$ cat config.mk
export PLATFORM = sky130hd
export DESIGN_NAME = la_skidbuf
export DESIGN_NICKNAME = d
export VERILOG_FILES = /design/src/rtl/la_skidbuf.sv
export SDC_FILE = /design/constraint.sdc
export NUM_CORES = 1
export LEC_CHECK = 0
export CORE_MARGIN = 4
export CORE_UTILIZATION = 50
export CTS_BUF_LIST = sky130_fd_sc_hd__clkbuf_16
export DETAILED_ROUTE_END_ITERATION = 8
export PLACE_DENSITY = 0.87
export SKIP_CTS_REPAIR_TIMING = 1
export SLEW_MARGIN = 20
export SYNTH_ARGS = -nofsm -noshare
export SYNTH_HDL_FRONTEND = slang
export SYNTH_SLANG_ARGS = --single-unit
$ cat constraint.sdc
create_clock -name clk -period 3.15 [get_ports clk]
set_input_delay 0.63 -clock clk [delete_from_list [all_inputs] [get_ports clk]]
set_output_delay 0.63 -clock clk [all_outputs]
set_load 0.1 [all_outputs]
$ cat src/rtl/la_skidbuf.sv
// -----------------------------------------------------------------------------
// la_skidbuf
//   Two-entry valid/ready pipeline stage (skid buffer). Every output (data,
//   valid and ready) is taken from flops, so no combinational path runs from
//   the producer to the consumer or back. A downstream negedge capture flop
//   therefore sees a clean half-cycle flop-to-flop path. Under continuous flow
//   the stage moves one word per clock with no bubbles.
//
// Handshake: a word moves on a rising edge when valid and ready are both high
//   on that side (IN = in_valid & in_ready, OUT = out_valid & out_ready).
//   Once out_valid is high, out_valid and out_data hold until OUT occurs.
//   in_data is sampled only on IN.
//
// Ports
//   clk        in   1   clock, rising edge
//   nreset     in   1   asynchronous active-low reset
//   in_valid   in   1   producer has a word on in_data
//   in_ready   out  1   stage can take a word (state != FULL)
//   in_data    in   DW  producer word
//   out_valid  out  1   out_data holds a word (state != EMPTY)
//   out_ready  in   1   consumer takes the head word this cycle
//   out_data   out  DW  head word
//
// Parameters
//   PROP  implementation property string, no functional effect
//   DW    data width in bits (>= 1)
// -----------------------------------------------------------------------------
module la_skidbuf #(
    parameter       PROP = "DEFAULT",
    parameter int   DW   = 8
) (
    input  logic          clk,
    input  logic          nreset,
    input  logic          in_valid,
    output logic          in_ready,
    input  logic [DW-1:0] in_data,
    output logic          out_valid,
    input  logic          out_ready,
    output logic [DW-1:0] out_data
);

    typedef enum logic [1:0] {
        ST_EMPTY = 2'd0,
        ST_ONE   = 2'd1,
        ST_FULL  = 2'd2
    } state_e;

    state_e        state_q, state_d;
    logic [DW-1:0] head_q, head_d;   // word presented on out_data
    logic [DW-1:0] skid_q, skid_d;   // overflow word caught when ready drops

    logic in_xfer;
    logic out_xfer;

    // PROP selects implementation variants elsewhere in the library; this
    // generic stage has none, so the reference produces no logic.
    if (PROP == "") begin : g_prop_none
    end

    // ------------------------------------------------------------------
    // State register
    // ------------------------------------------------------------------
    always_ff @(posedge clk or negedge nreset) begin
        if (!nreset) begin
            state_q <= ST_EMPTY;
            head_q  <= '0;
            skid_q  <= '0;
        end else begin
            state_q <= state_d;
            head_q  <= head_d;
            skid_q  <= skid_d;
        end
    end

    // ------------------------------------------------------------------
    // Next-state logic
    // ------------------------------------------------------------------
    assign in_xfer  = in_valid & in_ready;
    assign out_xfer = out_valid & out_ready;

    always_comb begin
        state_d = state_q;
        head_d  = head_q;
        skid_d  = skid_q;

        // Registers load only on a real transfer, so in_data is never
        // looked at (and an X on it never leaks in) while in_valid is low.
        unique case (state_q)
            ST_EMPTY: begin
                if (in_xfer) begin
                    state_d = ST_ONE;
                    head_d  = in_data;
                end
            end
            ST_ONE: begin
                if (in_xfer && out_xfer) begin
                    head_d = in_data;
                end else if (in_xfer) begin
                    state_d = ST_FULL;
                    skid_d  = in_data;
                end else if (out_xfer) begin
                    state_d = ST_EMPTY;
                end
            end
            ST_FULL: begin
                // in_ready is low here, so only the drain side can move.
                if (out_xfer) begin
                    state_d = ST_ONE;
                    head_d  = skid_q;
                end
            end
            default: begin
                state_d = ST_EMPTY;
            end
        endcase
    end

    // ------------------------------------------------------------------
    // Outputs: decoded from registered state only
    // ------------------------------------------------------------------
    always_comb begin
        out_valid = (state_q != ST_EMPTY);
        in_ready  = (state_q != ST_FULL);
    end

    assign out_data = head_q;

endmodule

# After elaboration in Yosys (flattened, before gate mapping)
# Index checks and enable logic that the tools add are counted.
# word_totals
ff_bits,18
in_bits,12
out_inout_bits,10
wordCells,31
# classes
mux,10
eq_ne,8
bitwise,3
n_reduce_logical,7
# op_table
cell,count
two-way mux 8 bit,3
one-hot mux 8 bit (3 select lines),1
two-way mux 2 bit,5
!= test 2 bit (second input constant),5
AND reduction 4 bit,2
one-hot mux 2 bit (3 select lines),1
!= test 3 bit (second input constant),1
AND reduction 3 bit,1
nonzero test 3 bit,1
AND 1 bit,2
equality test 2 x 1 -> 1 bit (second input constant),1
equality test 2 bit (second input constant),1
zero test 2 bit,1
nonzero test 2 bit,1
logical AND 1 bit,1
NOT 1 bit,1

# Depth between registers and ports, before layout
# Gate-level depths: netlist of the first run.
# logic_depth
ltp_word,6
ltp_mapped,4

# Worst setup path after synthesis of the first run
# OpenSTA, ideal clock, no wires.
# synth_path
path_kind,reg-to-output
startpoint,register state_q[1]
endpoint,output port in_ready
n_path_buf,1
t_required_ps,2520
arrival_ps,1269
path_stages_with_launch,4
path_slack_ps,1251
path_cell_list,dfrtp_1 -> nor2b_1 -> buf_6 -> inv_1
# synth_between
elab_chain_len,1
# synth_rtl
item,line_no,text
from (decl),48,"state_e state_q, state_d;"
from (signal assigned),69,state_q <= state_d;
!= test 2 bit,123,in_ready = (state_q != ST_FULL);
to (decl),35,"output logic in_ready,"
# No other way between the ends.

# Final worst setup path of the first run
# layout_path
startpoint,input port out_ready
endpoint,"register head_q[0], in the netlist out_data[0]"
# layout_between
elab_chain_len,4
# layout_rtl
item,line_no,text
from (decl),38,"input logic out_ready,"
AND 1 bit (*),79,assign out_xfer = out_valid & out_ready;
logical AND 1 bit,96,if (in_xfer && out_xfer) begin
!= test 2 bit (no source line),--,
AND reduction 4 bit (no source line) (*),--,
to (signal assigned),66,head_q <= '0;
to (signal assigned),70,head_q <= head_d;
to (decl),49,"logic [DW-1:0] head_q, head_d;"
# Every way passes the cells marked *; elsewhere a longest branch is shown, timed or not.
# A chain may end at the register's enable or synchronous reset.

==> results.toml, run 1 <==
[outcome]
status = "finished clean"

[finish]
area_growth_pct = 33.3
antenna_cells = 0
drive_above_1_share_pct = 52.5
fin_nets = 93
final_common_cell = "mux2_2"
layout_common_cells = "24 x mux2_2, 18 x dfrtp_1, 11 x clkdlybuf4s50_1, 11 x buf_4, 3 x clkbuf_16"

[grt]
grt-ovfl-total = 0
grt_start_max_net_pins = 19
grt_pass1_wl_mm = 2.42
grt_antenna_before_repair = 0
grt_usage_pct = 13.0
grt_pass1_vias = 547

[synthesis]
yosysTopAreaCellShare_pct = 53.5
syn_area_per_cell_sq_um = 15.3
seq_area_frac_synth_pct = 53.5
synth_largest_area_cell = "dfrtp_1"
synth_cell_types = 14
synth.net_count = 67
synth_area_sq_um = 842
syn_inst = 55
ys.warnings.count = 0
yosys-top-cells-area = "dfrtp_1 53%, mux2_2 32%, nor3b_4 2.2%"
ys_ff_latch = 18

[clock_tree]
htreeDepth = 1
cts-buffers-inserted = 3
cts_max_path_buffers = 2
clock_latency_ns = 0.25
cts_tree = "yes"
root_buffer = "clkbuf_16"
clock-sinks = 18
clk_pin_slew_worst_paths_ns = 0.05

[placed_design]
post-dp-hpwl_um = 1000
portBuffers = 21
gp_congestion = 0.724

[routing]
drtIter0Drc = 1
firstDrtPassIters = 2
via_count = 509
drc = 0
wl_mm = 1.36
post_drt_wl_per_cell_um = 14.2
ant_nets = 0
via_per_inst = 5.30

[die]
dieArea_sq_mm = 0.00240
ios = 22
dieWidth_um = 49.0
start_util_pct = 54.6
chipHeight_um = 49.0
rows = 14
core-area_sq_mm = 0.00154

[critical_path]
reg2reg_to = "skid_q[4]"
worstSetupEndpointType = "register"
critPathKind = "input pin to register"
crit_path_start = "out_ready"
reg2regPathDepth = 3
r2r-start = "state_q[1]"
endpoint = "out_data[0]"
reg2reg_slack_ns = 1.62
required_ns = 3.28
cp-start-kind = "input pin"
path_max_fanout = 8
cp.arrival_ns = 2.07

[run]
maxCapViolCount = 0

[sta]
tightest_slew_ns = 0.768
final.setup.tns_ns = 0
fin_crit_sh_pct = 61.6
finalCriticalPeriod_ns = 1.94
max-slew-margin-rel_pct = 48.7
setup_viol = 0
fmax_ghz = 0.515
hold_viol = 0
finClkSkew_ns = 0.00275
report.final.slew_viol_count = 0
rsz0062_at_grt = "no"

[pwr]
vdd_drop_max_mv = 0.688
p_leak_nw = 0.475
finalPower_mw = 1.18
powerDensity_mw_per_mm2 = 1050

[worst_hold_path]
min_path_type = "register to register"
==> cells in the mapped netlist <==
library cell	number
nand2b_4	1
o22ai_1	1
o21ai_4	1
mux2_2	24
buf_6	1
mux2i_1	1
a21boi_0	1
or2_2	1
nand3b_1	1
nor2b_1	2
o21bai_1	1
dfrtp_1	18
inv_1	1
nor3b_4	1
==> where the power goes <==
group	internal, mW	switching (mW)	total [mW]
logic	0.167	0.397	0.564
clock network	0.169	0.0812	0.250
registers	0.320	0.0450	0.365
==> routing by layer <==
metal | wire length, um | track usage [%] | vias up
met5 | 0 | 0 | -
met4 | 21 | 8.07 | 0
met3 | 80 | 3.98 | 2
met2 | 634 | 19.6 | 16
met1 | 622 | 16.2 | 244
li1 | - | - | 247
==> per-stage QoR <==
stage	cell area, sq um	worst slack [ns]	cells	util, %	hold slack [ns]
after floorplan	842	1.25	55	-	0.334
after global placement	1040	0.965	92	67.7	0.485
after detailed placement	1040	0.924	92	67.7	0.495
after CTS	1120	1.19	96	72.8	0.506
after global routing	1120	1.12	96	72.8	0.525
final	1120	1.21	96	72.8	0.504
==> cell families (layout without fill, tap and decap cells) <==
kind of cell | count (synthesis) | after routing | share of synthesized area, %
muxes | 25 | 25 | 33.3
DFF | 18 | 18 | 53.5
and+or+nand+nor | 6 | 6 | 6.98
AOI/OAI and AO/OA | 4 | 4 | 4.46
buffers and inverters | 2 | 27 | 1.78
==> critical path, cell delays in order <==
cell	delay (ns)
clkdlybuf4s50_1	0.61
nor2b_1	0.14
o21ai_4	0.32
mux2_2	0.38
==> layout make-up <==
type,instances,area [sq um]
well taps,16,20.0
clock buffers,3,75.1
fillers,114,419
flip-flops and latches,18,450
inverters,1,3.75
repair buffers,22,193
clock inverters,1,3.75
multi-input cells,35,377
==> how the worst min path moves through the flow <==
stage | from | to | slack, ns | depth (start not counted)
after global placement | skid_q[2] | skid_q[2] | 0.48 | 1
after CTS | skid_q[5] | skid_q[5] | 0.51 | 1
after global routing | skid_q[6] | skid_q[6] | 0.53 | 1
final | skid_q[6] | skid_q[6] | 0.50 | 1
after floorplan | nreset | out_data[0] | 0.33 | 0
after detailed placement | skid_q[6] | skid_q[6] | 0.49 | 1
==> state kept, by name, summed over array words and instances, names as in the netlist <==
| register | count |
|---|---|
| state_q | 2 |
| out_data | 8 |
| skid_q | 8 |
Note: power is estimated with default switching activity, not from simulation.
==> inputs of run 2 (changes only) <==
--- a/config.mk
+++ b/config.mk
@@ -6,10 +6,10 @@
 export NUM_CORES = 1
 export LEC_CHECK = 0
 export CORE_MARGIN = 4
-export CORE_UTILIZATION = 50
+export CORE_UTILIZATION = 42
 export CTS_BUF_LIST = sky130_fd_sc_hd__clkbuf_16
 export DETAILED_ROUTE_END_ITERATION = 8
-export PLACE_DENSITY = 0.87
+export PLACE_DENSITY = 0.78
 export SKIP_CTS_REPAIR_TIMING = 1
 export SLEW_MARGIN = 20
 export SYNTH_ARGS = -nofsm -noshare
==> constraint.sdc (replaced) <==
create_clock -name clk -period 1.75 [get_ports clk]
set_input_delay 0.35 -clock clk [delete_from_list [all_inputs] [get_ports clk]]
set_output_delay 0.35 -clock clk [all_outputs]
set_load 0.1 [all_outputs]
==> run 2 against run 1 <==
  * Sequential power up 91%
  * Register-to-register slack worse by 1.3 ns
  * Routed wire length increased by 12%
  * First-iteration DRC count did not move
  * Sequential cell count is the same
  * Sequential share of layout area decreased by 5.8 points
  * Clock power up 78%
  * Critical endpoint is now in_ready
  * Largest cell class unchanged
==> results.toml, run 2 (same netlist as run 1, synthesis figures left out) <==
[outcome]
status = "finished clean"

[sta]
tightest_slew_ns = 0.302
finClkSkew_ns = 0.00150
report.final.slew_viol_count = 0
max-slew-margin-rel_pct = 79.8
fmax_ghz = 0.612
rsz0062_at_grt = "no"
setup_viol = 0
fin_crit_sh_pct = 93.3
hold_viol = 0
finalCriticalPeriod_ns = 1.63
hold_ws_ns = 0.433

[routing]
wl_met2_um = 760
wl_mm = 1.52
highest_layer = "met4"
drtIter0Drc = 1
ant_nets = 0
firstDrtPassIters = 2
drc = 0
met3WireLength_um = 89
via_per_inst = 4.89
via_count = 548
drt-met1-wl_um = 658
post_drt_wl_per_cell_um = 13.6

[die]
rows = 15
core-area_sq_mm = 0.00182
start_util_pct = 46.3
chipHeight_um = 52.8
dieArea_sq_mm = 0.00279
dieWidth_um = 52.8
ios = 22

[pwr]
powerDensity_mw_per_mm2 = 1820
p_clk_share_pct = 18.7
switching_share_pct = 41.5
p_seq_share_pct = 29.2
p_leak_nw = 0.558
p_int_mw = 1.39
vdd_drop_max_mv = 1.22
finalPower_mw = 2.38
power.net_switching_mw = 0.989
comb_power_share_pct = 52.1

[run]
maxCapViolCount = 0

[clock_tree]
htreeDepth = 1
cts-buffers-inserted = 3
clock-sinks = 18
clock_latency_ns = 0.24
cts_tree = "yes"
root_buffer = "clkbuf_16"
cts_max_path_buffers = 2
clk_pin_slew_worst_paths_ns = 0.05

[placed_design]
dp.cells = 108
gp_congestion = 0.661
portBuffers = 21
post-dp-hpwl_mm = 1.12

[grt]
grt_pass1_vias = 605
grt_start_max_net_pins = 19
grt_antenna_before_repair = 0
grt_pass1_wl_mm = 2.72
grt-ovfl-total = 0
grt_usage_pct = 13.2

[finish]
final_common_cell = "mux2_2"
drive_above_1_share_pct = 56.3
fin_cells = 112
fin_nets = 100
area_growth_pct = 55.7
layout_common_cells = "24 x mux2_2, 18 x dfrtp_1, 11 x clkdlybuf4s50_1, 10 x buf_12, 8 x buf_4"
antenna_cells = 0
final_util_pct = 72.0

[critical_path]
reg2reg_slack_ns = 0.28
r2r-start = "state_q[1]"
cp.arrival_ns = 1.28
worstSetupEndpointType = "primary output"
required_ns = 1.40
critPathKind = "register to primary output"
path_max_fanout = 6
reg2reg_to = "out_data[2]"
cp-start-kind = "register"
reg2regPathDepth = 4

[worst_hold_path]
min_path_type = "input pin to asynchronous set/reset pin"
==> run 2: cell count changes in the layout (fill, tap and decap cells not counted), sizes merged <==
cell | previous run | this run
buf | 11 | 18
==> run 2: per-layer routing <==
metal  global-route usage [%]  vias to the layer above
met1                     16.8                      270
met3                     2.85                        2
met2                     22.3                       13
met5                        0                        -
met4                     3.83                        0
li1                         -                      263
==> run 2: critical path, stage by stage, from the launching register on <==
cell	delay, ns
dfrtp_1	0.42
nor2b_1	0.16
buf_4	0.16
inv_1	0.11
buf_12	0.19
==> run 2: worst max-delay path by stage <==
stage | start | end | slack, ns | cells after the start
3_3_place_gp | out_ready | out_data[3] | -0.06 | 4
2_1_floorplan | state_q[1] | in_ready | 0.13 | 3
5_1_grt | state_q[1] | in_ready | 0.03 | 4
3_5_place_dp | out_ready | out_data[2] | -0.07 | 4
4_1_cts | state_q[1] | in_ready | 0.11 | 4
6_report | state_q[1] | in_ready | 0.12 | 4
==> run 2: per-stage QoR <==
stage | instance area (sq um) | TNS [ns] | setup WS, ns
5_1_grt | 1310 | 0 | 0.0283
3_3_place_gp | 1230 | -0.769 | -0.0575
4_1_cts | 1310 | 0 | 0.106
2_1_floorplan | 842 | 0 | 0.131
6_report | 1310 | 0 | 0.117
3_5_place_dp | 1230 | -0.900 | -0.0658
==> run 2: power by group through the flow <==
| stage | sequential (mW) | combinational [mW] | clock, mW |
|---|---|---|---|
| 2_1_floorplan | 1.15 | 0.313 | 0 |
| 3_3_place_gp | 0.695 | 1.23 | 0 |
| 3_5_place_dp | 0.702 | 1.25 | 0 |
| 4_1_cts | 0.699 | 1.25 | 0.459 |
| 5_1_grt | 0.718 | 1.29 | 0.476 |
| 6_report | 0.697 | 1.24 | 0.445 |
==> run 2: final cells by class <==
class | count | area (sq um)
Sequential cell | 18 | 450
Clock buffer | 3 | 75.1
Clock inverter | 1 | 3.75
Inverter | 1 | 3.75
Multi-Input combinational cell | 35 | 377
Timing Repair Buffer | 29 | 370
Tap cell | 25 | 31.3
Fill cell | 134 | 509
==> RTL edit, RTL diff (settings of run 2) <==
Re-encode `state_e` (3 states) as one-hot, 3 bits wide.
--- a/src/rtl/la_skidbuf.sv
+++ b/src/rtl/la_skidbuf.sv
@@ -40,8 +40,8 @@
 );
 
-    typedef enum logic [1:0] {
-        ST_EMPTY = 2'd0,
-        ST_ONE   = 2'd1,
-        ST_FULL  = 2'd2
+    typedef enum logic [2:0] {
+        ST_EMPTY = 3'b001,
+        ST_ONE   = 3'b010,
+        ST_FULL  = 3'b100
     } state_e;
 
Behaviour: same outputs for any inputs over 10 cycles, from zero or initial values and one cycle with nreset low; not proved beyond that.
==> RTL edit against run 2 <==
The flow now finishes with violations (setup timing). Cell area is 11% higher. Routed wire length rose by 23%. Clock skew decreased by 0.00089 ns. Sequential cell count increased by 1. Area after synthesis is 15% higher. First-iteration DRC count grew to 3.0 times the old value. Setup slack worse by 0.13 ns.
Power is left out: the tool's default activity adds up to more than one toggle a clock period on the data nets, which glitch-free logic cannot reach.
==> RTL edit: results (changes against run 2) <==
[run_status]
status=complete, but fails checks
violations=setup timing

[synthesis]
netlist_top_cells_area=dfrtp_1 (47%), mux2_2 (17%), mux2_4 (12%)
syn_nets=79  ; +18%
synth.avg_cell_area_um2=14.44  ; -5.7%
ys_types=25  ; +11
yosysSeqAreaShare=0.4929  ; -0.04203
synth_common_cells=dfrtp_1 (18), mux2_2 (15), mux2_4 (8), nor2_1 (3)

[cells_and_area]
drive_above_1_share=0.5556  ; -0.007663

[placement]
gp_congestion=0.7056  ; +6.8%
dp_hpwl_mm=1.352  ; +21%

[drt]
m1WireLength_um=808  ; +23%
dr.pass1.iters=4  ; +2
num_vias=624  ; +14%
vias_per_cell=4.913  ; +0.42%
met2_length_um=949  ; +25%

[timing]
slew_headroom=0.8294  ; +0.03141
fin_skew_ns=0.0006076  ; -0.0008945 ns
fin_ws_ns=-0.01795  ; -0.1346 ns
setup_violations=1  ; +1
setup_tns_ns=-0.01795  ; -0.01795 ns

[global_route]
grt_max_degree=20  ; +1
grt_usage=0.1323  ; about the same
grt_pass1_vias=695  ; +15%
grt_first_pass_wirelength_mm=3.249  ; +20%

[critical_path]
arrival_ns=1.42  ; +0.14 ns

-- RTL edit: per-stage QoR --
step	instance area [um^2]	setup WS, ns	hold slack [ns]	util
5_1_grt	1455	-0.05549	0.4662	0.6578
6_report	1455	-0.01795	0.4432	0.6578
3_3_place_gp	1334	-0.1356	0.4816	0.6029
2_1_floorplan	967.2	0.01366	0.05441	-
4_1_cts	1414	-0.1486	0.4521	0.6391
3_5_place_dp	1334	-0.2125	0.4895	0.6029
-- RTL edit: cells by family after synthesis --
logic type | count (synthesis) | share of synthesized area
muxes | 24 | 0.3105
DFF | 19 | 0.4929
and+or+nand+nor | 16 | 0.1333
AOI/OAI and AO/OA | 5 | 0.04269
buffers and inverters | 3 | 0.02069
-- RTL edit: final cells by class --
type	count	area (um^2)
tap	28	35.03
multi-input combinational	45	480.5
sequential	19	478.0
clock inverter	1	5.005
clock buffer	3	75.07
timing repair buffer	30	377.9
inverter	1	3.754
fill	176	757.0
-- RTL edit: worst paths after layout --
path | from | end | slack [ns]
max | state_q[0] | out_valid | -0.02
min | nreset | out_data[4] | 0.44
max reg2reg | state_q[0] | out_data[4] | 0.08
min reg2reg | skid_q[1] | skid_q[1] | 0.50
max in group asynchronous | nreset | state_q[0] | 1.05
min in group clk | skid_q[1] | skid_q[1] | 0.50
-- RTL edit: worst max-delay path, cell delays in order (launching register included) --
cell     delay [ns]
dfstp_2        0.59
or3b_4         0.41
buf_12         0.17
-- RTL edit: metal layers --
| layer | up-vias | GRT usage |
|---|---|---|
| met2 | 16 | 0.2037 |
| met3 | 2 | 0.03944 |
| met4 | 0 | 0.05763 |
| met5 | - | 0 |
| met1 | 303 | 0.1710 |
| li1 | 303 | - |
